--- config.mk ---
export PLATFORM = sky130hd
export DESIGN_NAME = mesh_link_port
export DESIGN_NICKNAME = d
export VERILOG_FILES = /design/src/rtl/mesh_pkg.sv /design/src/rtl/mesh_sync_fifo.sv /design/src/rtl/mesh_link_port.sv
export SDC_FILE = /design/constraint.sdc
export NUM_CORES = 1
export LEC_CHECK = 0
export BUFFER_PORTS_ARGS = -buffer_cell sky130_fd_sc_hd__buf_4
export CAP_MARGIN = 20
export CORE_MARGIN = 5
export CORE_UTILIZATION = 25
export DETAILED_ROUTE_END_ITERATION = 10
export PLACE_DENSITY = 0.53
export SYNTH_ARGS = -nofsm -noshare
export SYNTH_HDL_FRONTEND = slang
export SYNTH_SLANG_ARGS = --single-unit
--- constraint.sdc ---
create_clock -name clk -period 4.02 [get_ports clk]
set_input_delay 0.402 -clock clk [delete_from_list [all_inputs] [get_ports clk]]
set_output_delay 0.402 -clock clk [all_outputs]
set_load 0.03 [all_outputs]
--- src/rtl/mesh_pkg.sv ---
// Shared constants for 2D-mesh link endpoints: flit/bus widths, link bus bit layout and port directions.
package mesh_pkg;

  localparam int unsigned DATA_SIZE     = 37;
  localparam int unsigned PORT_SIZE     = DATA_SIZE + 2;

  localparam int unsigned LINK_READY    = 0;
  localparam int unsigned LINK_VALID    = 1;
  localparam int unsigned LINK_DATA_LSB = 2;

  typedef enum logic [1:0] {
    DIR_E = 2'd0,
    DIR_S = 2'd1,
    DIR_W = 2'd2,
    DIR_N = 2'd3
  } mesh_dir_e;

endpackage

--- src/rtl/mesh_sync_fifo.sv ---
// Single-clock FIFO with registered ready/valid; ready stays low until the first edge after reset release.
module mesh_sync_fifo #(
  parameter int unsigned DATA_SIZE = 37,
  parameter int unsigned DEPTH     = 4
) (
  input  logic                 clk,
  input  logic                 rst_n,
  input  logic                 push,
  input  logic [DATA_SIZE-1:0] push_data,
  input  logic                 pop,
  output logic                 ready,
  output logic                 valid,
  output logic [DATA_SIZE-1:0] head
);

  localparam int unsigned AW = $clog2(DEPTH);

  logic [DATA_SIZE-1:0] mem [DEPTH];
  logic [AW-1:0]        wr_ptr;
  logic [AW-1:0]        rd_ptr;
  logic [AW:0]          count;
  logic                 live;
  logic                 push_ok;
  logic                 pop_ok;

  // Both flags come from registers only, so no input-to-output path exists.
  assign ready   = live && (count != (AW+1)'(DEPTH));
  assign valid   = (count != '0);
  assign head    = mem[rd_ptr];
  assign push_ok = push && ready;
  assign pop_ok  = pop && valid;

  always_ff @(posedge clk or negedge rst_n) begin
    if (!rst_n) begin
      for (int unsigned i = 0; i < DEPTH; i++) begin
        mem[i] <= '0;
      end
      wr_ptr <= '0;
      rd_ptr <= '0;
      count  <= '0;
      live   <= 1'b0;
    end else begin
      live <= 1'b1;
      if (push_ok) begin
        mem[wr_ptr] <= push_data;
        wr_ptr      <= wr_ptr + 1'b1;
      end
      if (pop_ok) begin
        rd_ptr <= rd_ptr + 1'b1;
      end
      case ({push_ok, pop_ok})
        2'b10:   count <= count + 1'b1;
        2'b01:   count <= count - 1'b1;
        default: count <= count;
      endcase
    end
  end

endmodule

--- src/rtl/mesh_link_port.sv ---
// One directional mesh link endpoint: TX FIFO towards the neighbour, RX FIFO towards the router.
module mesh_link_port
  import mesh_pkg::*;
#(
  parameter int unsigned DEPTH = 4
) (
  input  logic                 clk,
  input  logic                 rst_n,
  input  logic [DATA_SIZE-1:0] tx_data_i,
  input  logic                 tx_valid_i,
  output logic                 tx_ready_o,
  output logic [DATA_SIZE-1:0] rx_data_o,
  output logic                 rx_valid_o,
  input  logic                 rx_ready_i,
  output logic [PORT_SIZE-1:0] link_o,
  input  logic [PORT_SIZE-1:0] link_i,
  output logic                 err_o
);

  logic                 tx_ready;
  logic                 tx_valid;
  logic [DATA_SIZE-1:0] tx_head;
  logic                 rx_ready;

  mesh_sync_fifo #(
    .DATA_SIZE (DATA_SIZE),
    .DEPTH     (DEPTH)
  ) u_tx_fifo (
    .clk       (clk),
    .rst_n     (rst_n),
    .push      (tx_valid_i),
    .push_data (tx_data_i),
    .pop       (link_i[LINK_READY]),
    .ready     (tx_ready),
    .valid     (tx_valid),
    .head      (tx_head)
  );

  mesh_sync_fifo #(
    .DATA_SIZE (DATA_SIZE),
    .DEPTH     (DEPTH)
  ) u_rx_fifo (
    .clk       (clk),
    .rst_n     (rst_n),
    .push      (link_i[LINK_VALID]),
    .push_data (link_i[PORT_SIZE-1:LINK_DATA_LSB]),
    .pop       (rx_ready_i),
    .ready     (rx_ready),
    .valid     (rx_valid_o),
    .head      (rx_data_o)
  );

  assign tx_ready_o = tx_ready;
  assign link_o     = {tx_head, tx_valid, rx_ready};

  // A neighbour flit offered while we are not ready is lost; remember it until reset.
  always_ff @(posedge clk or negedge rst_n) begin
    if (!rst_n) begin
      err_o <= 1'b0;
    end else if (link_i[LINK_VALID] && !rx_ready) begin
      err_o <= 1'b1;
    end
  end

endmodule
* Yosys cells after proc, flatten, opt, wreduce, memory -nomap -nowiden
Cells that the tools add are included.
** Storage, ports and cells
- Register bits :: 312
- Latch bits :: 0
- Bits in writable memories :: 0
- ROM bits :: 0
- Logic and storage cells :: 68
- Memories :: 0
** Operators by class
- $add $sub $neg :: 8
- Multiply operators :: 0
- Divide/modulo/power cells :: 0
- Magnitude comparators :: 6
- Eq/ne operators :: 6
- Shift-type cells :: 0
- Mux-type cells :: 14
- Bitwise operators :: 4
- Reduce and logical (&&, ||, !) cells :: 14
** Operator list (count)
- 148-bit bitwise mux :: 2
- 37-bit 2-to-1 mux :: 6
- 37-bit binary-select mux with 2-bit select :: 2
- 37-bit demux with 2-bit select :: 2
- 3-bit >= comparator, second input constant :: 4
- 2-bit NOT with 3-bit output :: 4
- 3-bit one-hot mux with 2 select lines :: 2
- 1-bit logical AND :: 9
- 2-bit by 1-bit adder with 2-bit output, second input constant :: 4
- 3-bit by 1-bit adder with 3-bit output, second input constant :: 2
- 3-bit by 1-bit less-than comparator with 1-bit output, second input constant :: 2
- 3-bit inequality test, second input constant :: 2
- 3-bit nonzero test :: 2
- 3-bit by 1-bit subtractor with 3-bit output, second input constant :: 2
- 2-bit by 1-bit equality test with 1-bit output, second input constant :: 2
- 2-bit equality test, second input constant :: 2
- 2-bit nonzero test :: 2
- 1-bit logical NOT :: 1

* Longest topological paths before layout
Gate-level depths: netlist of run 1.
- Word-level depth :: 6
- Depth in mapped cells :: 9
- Gate-level depth less buffers :: 9

* Cells and area by module
From an unflattened synthesis of run 1, not the netlist that was laid out.
** Second synthesis, totals
- Cells, all modules :: 801
- Area, all modules :: 13837.0 sq um
** By module, submodules not included
- mesh_sync_fifo :: instances 2, cells an instance 398, area an instance 6892.9 sq um
- mesh_link_port :: instances 1, cells an instance 5, area an instance 51.3 sq um

* Worst setup path before layout of run 1
Ideal clock, no wire load.
- Kind :: register to register
- From :: register u_rx_fifo.count[1]
- To :: register u_rx_fifo.count[2]
- Arrival :: 1.811 ns
- Data required time :: 3.941 ns
- Setup slack :: 2.130 ns
- Cell stages (with the launch flop) :: 10
- Buffers on the path :: 0
- Cell sequence :: dfrtp_1 > nor3b_4 > nor2_1 > inv_1 > ha_1 > inv_1 > fa_1 > xor2_1 > nor2_1 > xor2_1
** On the way
- Cells in the longest elaborated chain, start to end :: 5
- Elaborated cells between the ends (all ways) :: 11
- Classes of those cells :: add/sub (2); eq/ne (3); mux (1); reduce/logical (5)
** RTL lines
- from (decl) :: line mesh_sync_fifo.sv:21 : logic [AW:0] count;
- from (signal assigned) :: line mesh_sync_fifo.sv:52 : 2'b10: count <= count + 1'b1;
- from (signal assigned) :: line mesh_sync_fifo.sv:53 : 2'b01: count <= count - 1'b1;
- from (signal assigned) :: line mesh_sync_fifo.sv:54 : default: count <= count;
- 3-bit inequality test :: line mesh_sync_fifo.sv:27 : assign ready = live && (count != (AW+1)'(DEPTH));
- 1-bit logical AND :: line mesh_sync_fifo.sv:27
- 1-bit logical AND :: line mesh_sync_fifo.sv:30 : assign push_ok = push && ready;
- 2-bit by 1-bit equality test with 1-bit output / 2-bit equality test (equally long branches) :: line mesh_sync_fifo.sv:51 : case ({push_ok, pop_ok})
- 3-bit one-hot mux with 2 select lines / 2-bit nonzero test (equally long branches)
Parallel ways exist; a longest one is shown, timed or not.
A chain may end at the register's enable or synchronous reset.

* Final worst setup path of run 1
- From :: register u_tx_fifo.rd_ptr[0]
- To :: output link_o[14]
** On the way
- Cells in the longest elaborated chain, start to end :: 4
** RTL lines
- from (decl) :: line mesh_sync_fifo.sv:20 : logic [AW-1:0] rd_ptr;
- from (signal assigned) :: line mesh_sync_fifo.sv:49 : rd_ptr <= rd_ptr + 1'b1;
- 2-bit NOT with 3-bit output (not written as such) :: line mesh_sync_fifo.sv:29 : assign head = mem[rd_ptr];
- 37-bit binary-select mux with 2-bit select :: line mesh_sync_fifo.sv:29
- 37-bit 2-to-1 mux (not written as such) (2 in a row) :: line mesh_sync_fifo.sv:29
- to (decl) :: line mesh_link_port.sv:15 : output logic [PORT_SIZE-1:0] link_o,
No other way between the ends. The select of a mux whose other input is x is not followed.

==> results of run 1 <==
[synth_stat cells (all sizes together)]
cell type	n
conb	1
inv	13
xnor2	6
nand2	5
o21bai	1
mux2i	1
xor2	6
fa	2
and2b	2
clkbuf	4
ha	10
nor2	4
dfrtp	312
buf	46
o21ai	1
o31a	2
nor3b	10
mux4	74
mux2	298
or3	2
[placed cells by master, fill, tap and decap left out, types with 8 or more instances in the layout]
cell type / Yosys / routed
clkbuf_16: 0 / 41
inv_1: 13 / 13
clkbuf_1: 4 / 8
mux2_2: 298 / 298
buf_4: 4 / 168
nor3b_2: 0 / 8
clkinv_2: 0 / 8
ha_1: 10 / 10
mux4_2: 74 / 74
dfrtp_1: 312 / 308
[stage by stage]
stage	instances	area, um2	power, mW	hold slack (ns)
2_1_floorplan	800	13800	10.6	0.106
3_3_place_gp	1630	15700	12.7	0.459
3_5_place_dp	1630	15700	12.9	0.476
4_1_cts	1699	17000	16.4	0.0652
5_1_grt	1699	17000	17.0	0.0902
6_report	1700	17000	16.0	0.122
[repair_timing]
item,in CTS,in global routing
hold buffers,1,0
endpoints found under the hold margin,54,0
resized for setup,0,0
[state kept, by name, indices dropped and copies added, names as in the netlist]
| signal | flops |
|---|---|
| u_tx_fifo.count | 3 |
| u_tx_fifo.wr_ptr | 2 |
| u_rx_fifo.mem | 148 |
| u_rx_fifo.live | 1 |
| u_tx_fifo.mem | 148 |
| u_rx_fifo.rd_ptr | 2 |
| err_o | 1 |
| u_tx_fifo.rd_ptr | 2 |
| u_rx_fifo.wr_ptr | 2 |
| u_rx_fifo.count | 3 |
[power by group]
group | total (mW) | internal [mW] | switching [mW]
Combinational | 6.94 | 3.63 | 3.31
Clock | 3.38 | 2.05 | 1.33
Sequential | 5.71 | 4.72 | 0.986
Total | 16.0 | 10.4 | 5.63
[final timing paths]
| kind | slack [ns] | end | startpoint | cells past startpoint |
|---|---|---|---|---|
| setup / recovery | 1.20 | link_o[14] | u_tx_fifo.rd_ptr[0]$_DFFE_PN0P_ | 3 |
| min in group asynchronous | 0.53 | u_tx_fifo.mem[145]$_DFFE_PN0P_ | rst_n | 2 |
| setup reg to reg | 1.82 | u_tx_fifo.mem[18]$_DFFE_PN0P_ | u_rx_fifo.live$_DFF_PN0_ | 4 |
| max in group asynchronous | 2.56 | u_tx_fifo.mem[82]$_DFFE_PN0P_ | rst_n | 3 |
| hold reg to reg | 0.48 | err_o$_DFFE_PN0P_ | err_o$_DFFE_PN0P_ | 1 |
| hold / removal | 0.12 | u_rx_fifo.mem[66]$_DFFE_PN0P_ | link_i[31] | 2 |
[layout make-up]
class	count	share of cell area (%)
inverter	13	0.288
clock inverter	12	0.554
sequential	312	46.1
tap	704	5.20
timing repair buffer	177	8.41
antenna	1	0.0148
clock buffer	56	6.80
multi-input combinational	425	32.7
[logic make-up after synthesis]
logic type                 after synthesis
AOI/OAI and AO/OA                        4
DFF                                    312
buffers and inverters                   63
xor gates and xnor gates                12
and+or+nand+nor                         23
muxes                                  373
other                                    1
adders and majority gates               12
[worst reg2reg max path, delay by kind of cell (launching register included)]
kind / cells / cell delay [ns]
AND/OR/NAND/NOR: 2 / 0.91
flip-flops: 1 / 0.45
multiplexers: 1 / 0.42
buffers and inverters: 1 / 0.31
[per-layer routing]
layer	GRT usage, %	part of all wire (%)
met5	0	0
met1	14.3	45
met2	17.1	48
met3	2.23	4.3
met4	3.53	2.2
==> results.py, run 1 <==
metrics = {
    "detailed_routing": {
        "viasPerCell": 4.39,
        "first_pass_iters": 6,
        "detail_route.wl_per_cell_um": 18.3,
        "vias": 7466,
        "route.antenna.remaining_nets": 0,
        "drc": 0,
        "wirelength_mm": 31.1,
        "drtIter0Drc": 188,
    },
    "global_route": {
        "grt_use_total_pct": 10.6,
        "grt-ovfl-total": 0,
        "grt_antenna_before_repair": 1,
        "grt_max_degree": 113,
        "grt_pass1_vias": 8608,
        "grt_pass1_wl_mm": 50.4,
    },
    "timing": {
        "slew_violations": 0,
        "grt_setup_unrepaired": "no",
        "setup_viol": 0,
        "min_period_over_period_pct": 70.1,
        "finalHoldViolCount": 0,
        "worst_clock_skew_ns": 0.0102,
        "fmax_mhz": 355,
        "worst_slew_pin_slew_ns": 1.09,
        "slew_headroom_pct": 27.0,
        "finalWorstSetupSlack_ns": 1.20,
        "finalSetupTns_ns": 0,
        "fin_crit_ns": 2.82,
    },
    "synth": {
        "synthCells": 800,
        "syn-cell-area_um2": 13800,
        "yosysUniqueCellTypes": 23,
        "synth_compound_area_share_pct": 0.217,
        "synthMuxAreaShare_pct": 36.4,
        "yosysWarnings": 0,
        "synth_area_leader_cell": "dfrtp_1",
        "ys_top_cells_by_area": "dfrtp_1 (57%), mux2_2 (24%), mux4_2 (12%)",
        "synthSimpleGateAreaFrac_pct": 1.15,
        "synth_fp_nets": 892,
        "seq_area_frac_synth_pct": 56.5,
        "synth_top_area_share_pct": 56.5,
        "synth_fa_ha_area_share_pct": 1.20,
        "syn_area_per_cell_um2": 17.3,
        "synth_top_family_by_area": "multiplexers",
        "synth-xor-area-share_pct": 0.761,
        "synth_seq_cells": 312,
    },
    "floorplanning": {
        "die_y_um": 245,
        "start_util_pct": 25.2,
        "rows": 86,
        "die_area_um2": 60000,
        "die_x_um": 245,
        "pin_count": 159,
        "core_area_um2": 54900,
    },
    "place": {
        "place.port_buffers": 158,
        "place.gp.congestion": 0.679,
        "dp_hpwl_mm": 19.0,
        "pre_cts_ws_ns": 1.68,
    },
    "clock_tree": {
        "post-cts-setup-buffer-count": 0,
        "root_buffer": "clkbuf_16",
        "clk_latency_ns": 0.53,
        "clk_pin_slew_worst_paths_ns": 0.06,
        "h-tree-depth": 2,
        "cts.sinks": 312,
        "clock_path_buffers": 3,
        "cts_buffers": 38,
        "tritoncts": "yes",
    },
    "power": {
        "vdd_drop_max_v": 0.000604,
        "leakage_nw": 7.15,
        "p_per_area_nw_per_um2": 946,
    },
    "worst_setup_path": {
        "crit_arrival_ns": 2.41,
        "path_max_fanout": 21,
        "path_cells": "buf_4, mux4_2, buf_4",
        "slowest_stage": "dfrtp_2",
        "timing.critical_path.mode_cell": "buf_4",
        "startpoint_type": "flip-flop",
        "crit_required_ns": 3.62,
        "end_kind": "output port",
        "slowest_delay_ns": 0.61,
        "crit_type": "reg -> out",
        "crit_buf_inv": 2,
        "path_delay_family": "buffers and inverters",
    },
    "final_layout": {
        "fin_util_pct": 30.9,
        "syn_to_final_growth_pct": 22.8,
        "layout-drive-gt1-share_pct": 62.5,
        "multi_input_area_um2": 5540,
        "nets": 1059,
        "seq_area_um2": 7810,
        "n_fill_cell": 5459,
    },
    "status": {
        "run_status": "complete, no violations",
    },
    "worst_hold_path": {
        "hold_class": "in -> reg",
    },
    "run": {
        "max_cap_violations": 0,
    },
}
(Power assumes the default switching activity.)
==> run 2, diff against run 1 <==
==> constraint.sdc (replaced) <==
create_clock -name clk -period 2.7 [get_ports clk]
set_input_delay 0.27 -clock clk [delete_from_list [all_inputs] [get_ports clk]]
set_output_delay 0.27 -clock clk [all_outputs]
set_load 0.03 [all_outputs]
==> results.py, run 2 (synthesis gave the netlist of run 1 again) <==
metrics = {
    "place": {
        "place.port_buffers": 158,
        "place.gp.congestion": 0.692,
        "place_area_um2": 15900,
        "pre_cts_ws_ns": 0.531,
        "dp_hpwl_mm": 19.7,
    },
    "clock_tree": {
        "h-tree-depth": 2,
        "post-cts-setup-buffer-count": 0,
        "tritoncts": "yes",
        "clk_latency_ns": 0.53,
        "clock_path_buffers": 3,
        "clk_pin_slew_worst_paths_ns": 0.06,
        "cts_buffers": 38,
        "root_buffer": "clkbuf_16",
        "cts.sinks": 312,
    },
    "detailed_routing": {
        "drc": 0,
        "drtIter0Drc": 213,
        "route.antenna.remaining_nets": 0,
        "dr_wl_met2_mm": 15.6,
        "wirelength_mm": 32.1,
        "vias": 7824,
        "viasPerCell": 4.38,
        "wl_met3_mm": 1.29,
        "first_pass_iters": 4,
        "detail_route.wl_per_cell_um": 17.9,
        "top_layer_used": "met4",
        "met1_length_mm": 14.6,
    },
    "worst_setup_path": {
        "crit_arrival_ns": 2.17,
        "crit_required_ns": 2.43,
        "startpoint": "u_tx_fifo.rd_ptr[0]$_DFFE_PN0P_",
        "end_kind": "output port",
        "reg2reg_slack_ns": 0.55,
        "startpoint_type": "flip-flop",
        "r2r-start": "u_tx_fifo.count[0]$_DFFE_PN0P_",
        "path_max_fanout": 15,
        "crit_type": "reg -> out",
    },
    "floorplanning": {
        "die_y_um": 245,
        "die_area_um2": 60000,
        "rows": 86,
        "start_util_pct": 25.2,
        "die_x_um": 245,
        "pin_count": 159,
        "core_area_um2": 54900,
    },
    "power": {
        "leakage_nw": 7.58,
        "vdd_drop_max_v": 0.000683,
        "p_per_area_nw_per_um2": 1360,
        "power_mw": 24.4,
    },
    "timing": {
        "finalWorstSetupSlack_ns": 0.256,
        "worst_clock_skew_ns": 0.00923,
        "fmax_mhz": 409,
        "slew_headroom_pct": 54.4,
        "worst_slew_pin_slew_ns": 0.684,
        "fin_crit_ns": 2.44,
        "slew_violations": 0,
        "finalHoldViolCount": 0,
        "min_period_over_period_pct": 90.5,
        "grt_setup_unrepaired": "no",
        "setup_viol": 0,
        "finalSetupTns_ns": 0,
    },
    "final_layout": {
        "nets": 1145,
        "syn_to_final_growth_pct": 30.0,
        "n_fill_cell": 5400,
        "final_cell_mix": "dfrtp_1 (308), mux2_2 (298), buf_4 (173), dlygate4sd3_1 (76), mux4_2 (74)",
        "reg.largest.list": "u_rx_fifo.mem (148), u_tx_fifo.mem (148)",
        "stdcell_area_um2": 17900,
        "multi_input_area_um2": 5540,
        "final_common_cell": "dfrtp_1",
        "layout-drive-gt1-share_pct": 58.5,
        "seq_area_um2": 7820,
    },
    "global_route": {
        "grt_antenna_before_repair": 1,
        "grt_pass1_vias": 8916,
        "grt_pass1_wl_mm": 52.0,
        "grt-ovfl-total": 0,
        "grt_max_degree": 81,
        "grt_use_total_pct": 10.9,
    },
    "run": {
        "max_cap_violations": 0,
    },
    "worst_hold_path": {
        "hold_class": "in -> reg",
        "hold_start": "link_i[0]",
    },
    "status": {
        "run_status": "complete, no violations",
    },
}
run 2: path summary, 6_finish.rpt:
| path | cells after the start | end |
|---|---|---|
| worst max-delay path | 3 | link_o[20] |
| worst min-delay path | 3 | u_tx_fifo.rd_ptr[0]$_DFFE_PN0P_ |
| worst max register to register | 9 | u_tx_fifo.count[2]$_DFFE_PN0P_ |
| worst min register to register | 1 | err_o$_DFFE_PN0P_ |
| max in group asynchronous | 4 | u_tx_fifo.mem[107]$_DFFE_PN0P_ |
| min in group asynchronous | 2 | u_tx_fifo.mem[1]$_DFFE_PN0P_ |
run 2: area by class of cell:
type / instances / share of cell area [%]
Sequential cell: 312 / 43.5
Multi-Input combinational cell: 425 / 30.8
Tap cell: 704 / 4.91
Timing Repair Buffer: 263 / 13.0
Clock buffer: 58 / 6.52
Inverter: 13 / 0.272
Clock inverter: 11 / 0.899
Antenna cell: 1 / 0.0139
run 2: power by group:
group | total [mW] | internal, mW | switching [mW] | leakage [nW]
Clock | 5.36 | 3.37 | 1.99 | 0.654
Sequential | 8.37 | 7.04 | 1.33 | 3.75
Combinational | 10.7 | 5.59 | 5.13 | 3.18
run 2: layer usage:
| metal | vias up | track usage, % |
|---|---|---|
| li1 | 3472 | - |
| met1 | 4190 | 14.6 |
| met2 | 117 | 17.9 |
| met3 | 45 | 2.54 |
| met4 | 0 | 3.00 |
| met5 | - | 0 |
run 2: worst max-delay path: stages (launching register included):
cell and delay [ns]:
dfrtp_4 0.66, buf_12 0.23, mux4_2 0.54, buf_4 0.19
run 2: repair_timing:
| action | CTS | global route |
|---|---|---|
| resized for setup | 0 | 1 |
| endpoints found under the setup margin | 0 | 15 |
| hold buffers | 76 | 0 |
| hold endpoints to repair | 368 | 0 |
run 2: stage by stage:
stage / std cells / hold WS [ns] / util, %
2_1_floorplan: 800 / -0.0256 / -
3_3_place_gp: 1641 / 0.309 / 28.9
3_5_place_dp: 1641 / 0.313 / 28.9
4_1_cts: 1786 / 0.0940 / 32.7
5_1_grt: 1786 / 0.142 / 32.7
6_report: 1787 / 0.150 / 32.7
==> run 3, diff against run 2 <==
--- a/config.mk
+++ b/config.mk
@@ -10,7 +10,8 @@
 export CORE_MARGIN = 5
 export CORE_UTILIZATION = 25
 export DETAILED_ROUTE_END_ITERATION = 10
-export PLACE_DENSITY = 0.53
+export PLACE_DENSITY = 0.54
 export SYNTH_ARGS = -nofsm -noshare
 export SYNTH_HDL_FRONTEND = slang
 export SYNTH_SLANG_ARGS = --single-unit
+export TNS_END_PERCENT = 5
==> constraint.sdc (replaced) <==
create_clock -name clk -period 2 [get_ports clk]
set_input_delay 0.2 -clock clk [delete_from_list [all_inputs] [get_ports clk]]
set_output_delay 0.2 -clock clk [all_outputs]
set_load 0.03 [all_outputs]
==> results.py, run 3 (synthesis gave the netlist of run 1 again) <==
metrics = {
    "floorplanning": {
        "pin_count": 159,
        "rows": 86,
        "die_y_um": 245,
        "die_x_um": 245,
        "die_area_um2": 60000,
        "start_util_pct": 25.2,
        "core_area_um2": 54900,
    },
    "run": {
        "max_cap_violations": 0,
    },
    "final_layout": {
        "final_cell_mix": "dfrtp_1 (305), mux2_2 (298), buf_4 (100), buf_6 (77), dlygate4sd3_1 (76)",
        "layout-drive-gt1-share_pct": 59.3,
        "final_cells": 1805,
        "nets": 1164,
        "reg.largest.list": "u_rx_fifo.mem (148), u_tx_fifo.mem (148)",
        "n_fill_cell": 5308,
        "final_common_cell": "dfrtp_1",
        "diodes": 0,
        "syn_to_final_growth_pct": 34.4,
    },
    "worst_setup_path": {
        "slowest_stage": "mux4_2",
        "end_kind": "output port",
        "path_max_fanout": 4,
        "reg2reg_slack_ns": 0.10,
        "startpoint_type": "flip-flop",
        "r2r_cells": 9,
        "crit_required_ns": 1.80,
        "crit_arrival_ns": 1.99,
        "slowest_delay_ns": 0.54,
        "crit_type": "reg -> out",
        "path_cells": "buf_12, buf_8, buf_16, mux4_2, buf_6",
    },
    "detailed_routing": {
        "wirelength_mm": 33.4,
        "detail_route.wl_per_cell_um": 18.5,
        "first_pass_iters": 4,
        "route.antenna.remaining_nets": 0,
        "drtIter0Drc": 273,
        "vias": 7915,
        "drc": 0,
        "viasPerCell": 4.39,
    },
    "global_route": {
        "grt-ovfl-total": 0,
        "grt_pass1_wl_mm": 53.9,
        "grt_use_total_pct": 11.4,
        "grt_antenna_before_repair": 2,
        "grt_max_degree": 62,
        "grt_pass1_vias": 9176,
    },
    "clock_tree": {
        "clk_pin_slew_worst_paths_ns": 0.05,
        "cts_buffers": 38,
        "clock_path_buffers": 3,
        "tritoncts": "yes",
        "root_buffer": "clkbuf_16",
        "h-tree-depth": 2,
        "clk_latency_ns": 0.54,
        "cts.sinks": 312,
    },
    "worst_hold_path": {
        "hold_class": "in -> reg",
        "min_path_cells": 3,
    },
    "timing": {
        "fin_hold_ws_ns": 0.0662,
        "slew_violations": 0,
        "min_period_over_period_pct": 109,
        "worst_clock_skew_ns": 0.0128,
        "finalSetupTns_ns": -8.47,
        "grt_setup_unrepaired": "yes",
        "fmax_mhz": 457,
        "fin_crit_ns": 2.19,
        "worst_slew_pin_slew_ns": 0.579,
        "setup_viol": 74,
        "finalWorstSetupSlack_ns": -0.187,
        "finalHoldViolCount": 0,
        "slew_headroom_pct": 61.4,
    },
    "power": {
        "power_mw": 34.9,
        "vdd_drop_max_v": 0.000750,
        "leakage_nw": 7.81,
        "p_per_area_nw_per_um2": 1880,
    },
    "place": {
        "dp_hpwl_mm": 20.3,
        "dp_cells": 1649,
        "place.gp.congestion": 0.697,
        "place.port_buffers": 158,
        "pre_cts_ws_ns": 0.115,
    },
    "status": {
        "run_status": "finished, violations left",
        "violations": "negative setup slack",
    },
}
## run 3: cell count changes in the layout (fill, tap and decap cells not counted), sizes merged
cell	previous run	this run
bufinv	4	5
clkinv	6	4
buf	187	206
clkinvlp	1	0
inv	13	15
diode	1	0
## run 3: path summary, 6_finish.rpt
kind,from,end
max in group asynchronous,rst_n,u_rx_fifo.mem[36]$_DFFE_PN0P_
worst max register to register,u_rx_fifo.count[1]$_DFFE_PN0P_,u_rx_fifo.count[2]$_DFFE_PN0P_
worst min register to register,err_o$_DFFE_PN0P_,err_o$_DFFE_PN0P_
min in group asynchronous,rst_n,u_tx_fifo.mem[68]$_DFFE_PN0P_
worst max-delay path,u_tx_fifo.rd_ptr[0]$_DFFE_PN0P_,link_o[10]
worst min-delay path,link_i[0],u_tx_fifo.rd_ptr[0]$_DFFE_PN0P_
## run 3: repair_timing
action / CTS / global route
gates cloned: 4 / 0
hold buffers: 76 / 0
endpoints found under the hold margin: 348 / 0
buffers inserted: 8 / 0
gates resized for setup: 91 / 4
setup endpoints to repair: 75 / 78
## run 3: per-stage QoR
| step | area, um2 | utilization [%] |
|---|---|---|
| 2_1_floorplan | 13800 | - |
| 3_3_place_gp | 16000 | 29.1 |
| 3_5_place_dp | 16000 | 29.1 |
| 4_1_cts | 18600 | 33.8 |
| 5_1_grt | 18600 | 33.8 |
| 6_report | 18600 | 33.8 |
## run 3: per-layer routing
metal,vias to the layer above,GRT usage (%),share of wire [%]
li1,3517,-,-
met1,4221,15.3,46
met2,120,18.6,48
met3,53,2.19,3.6
met4,4,3.63,2.4
met5,-,0,0.081
## run 3: area by class of cell
type                    count  area (um2)  share of cell area [%]
well taps                 704         881                    4.75
repair buffers            282        2960                    16.0
flip-flops and latches    312        7820                    42.1
inverters                  13        48.8                   0.263
clock buffers              58        1110                    5.96
clock inverters            11         203                    1.09
multi-input cells         425        5540                    29.8
## run 3: power by group
group,internal (mW),total [mW],leakage (nW),switching [mW]
Sequential,9.51,11.2,3.74,1.64
Clock,4.47,7.19,0.639,2.72
Combinational,9.00,16.6,3.43,7.60
## run 3: critical path: cells and delay by family (launching register included)
| kind | cells | cell delay, ns |
|---|---|---|
| flip-flops | 1 | 0.39 |
| multiplexers | 1 | 0.54 |
| buffers and inverters | 4 | 0.53 |
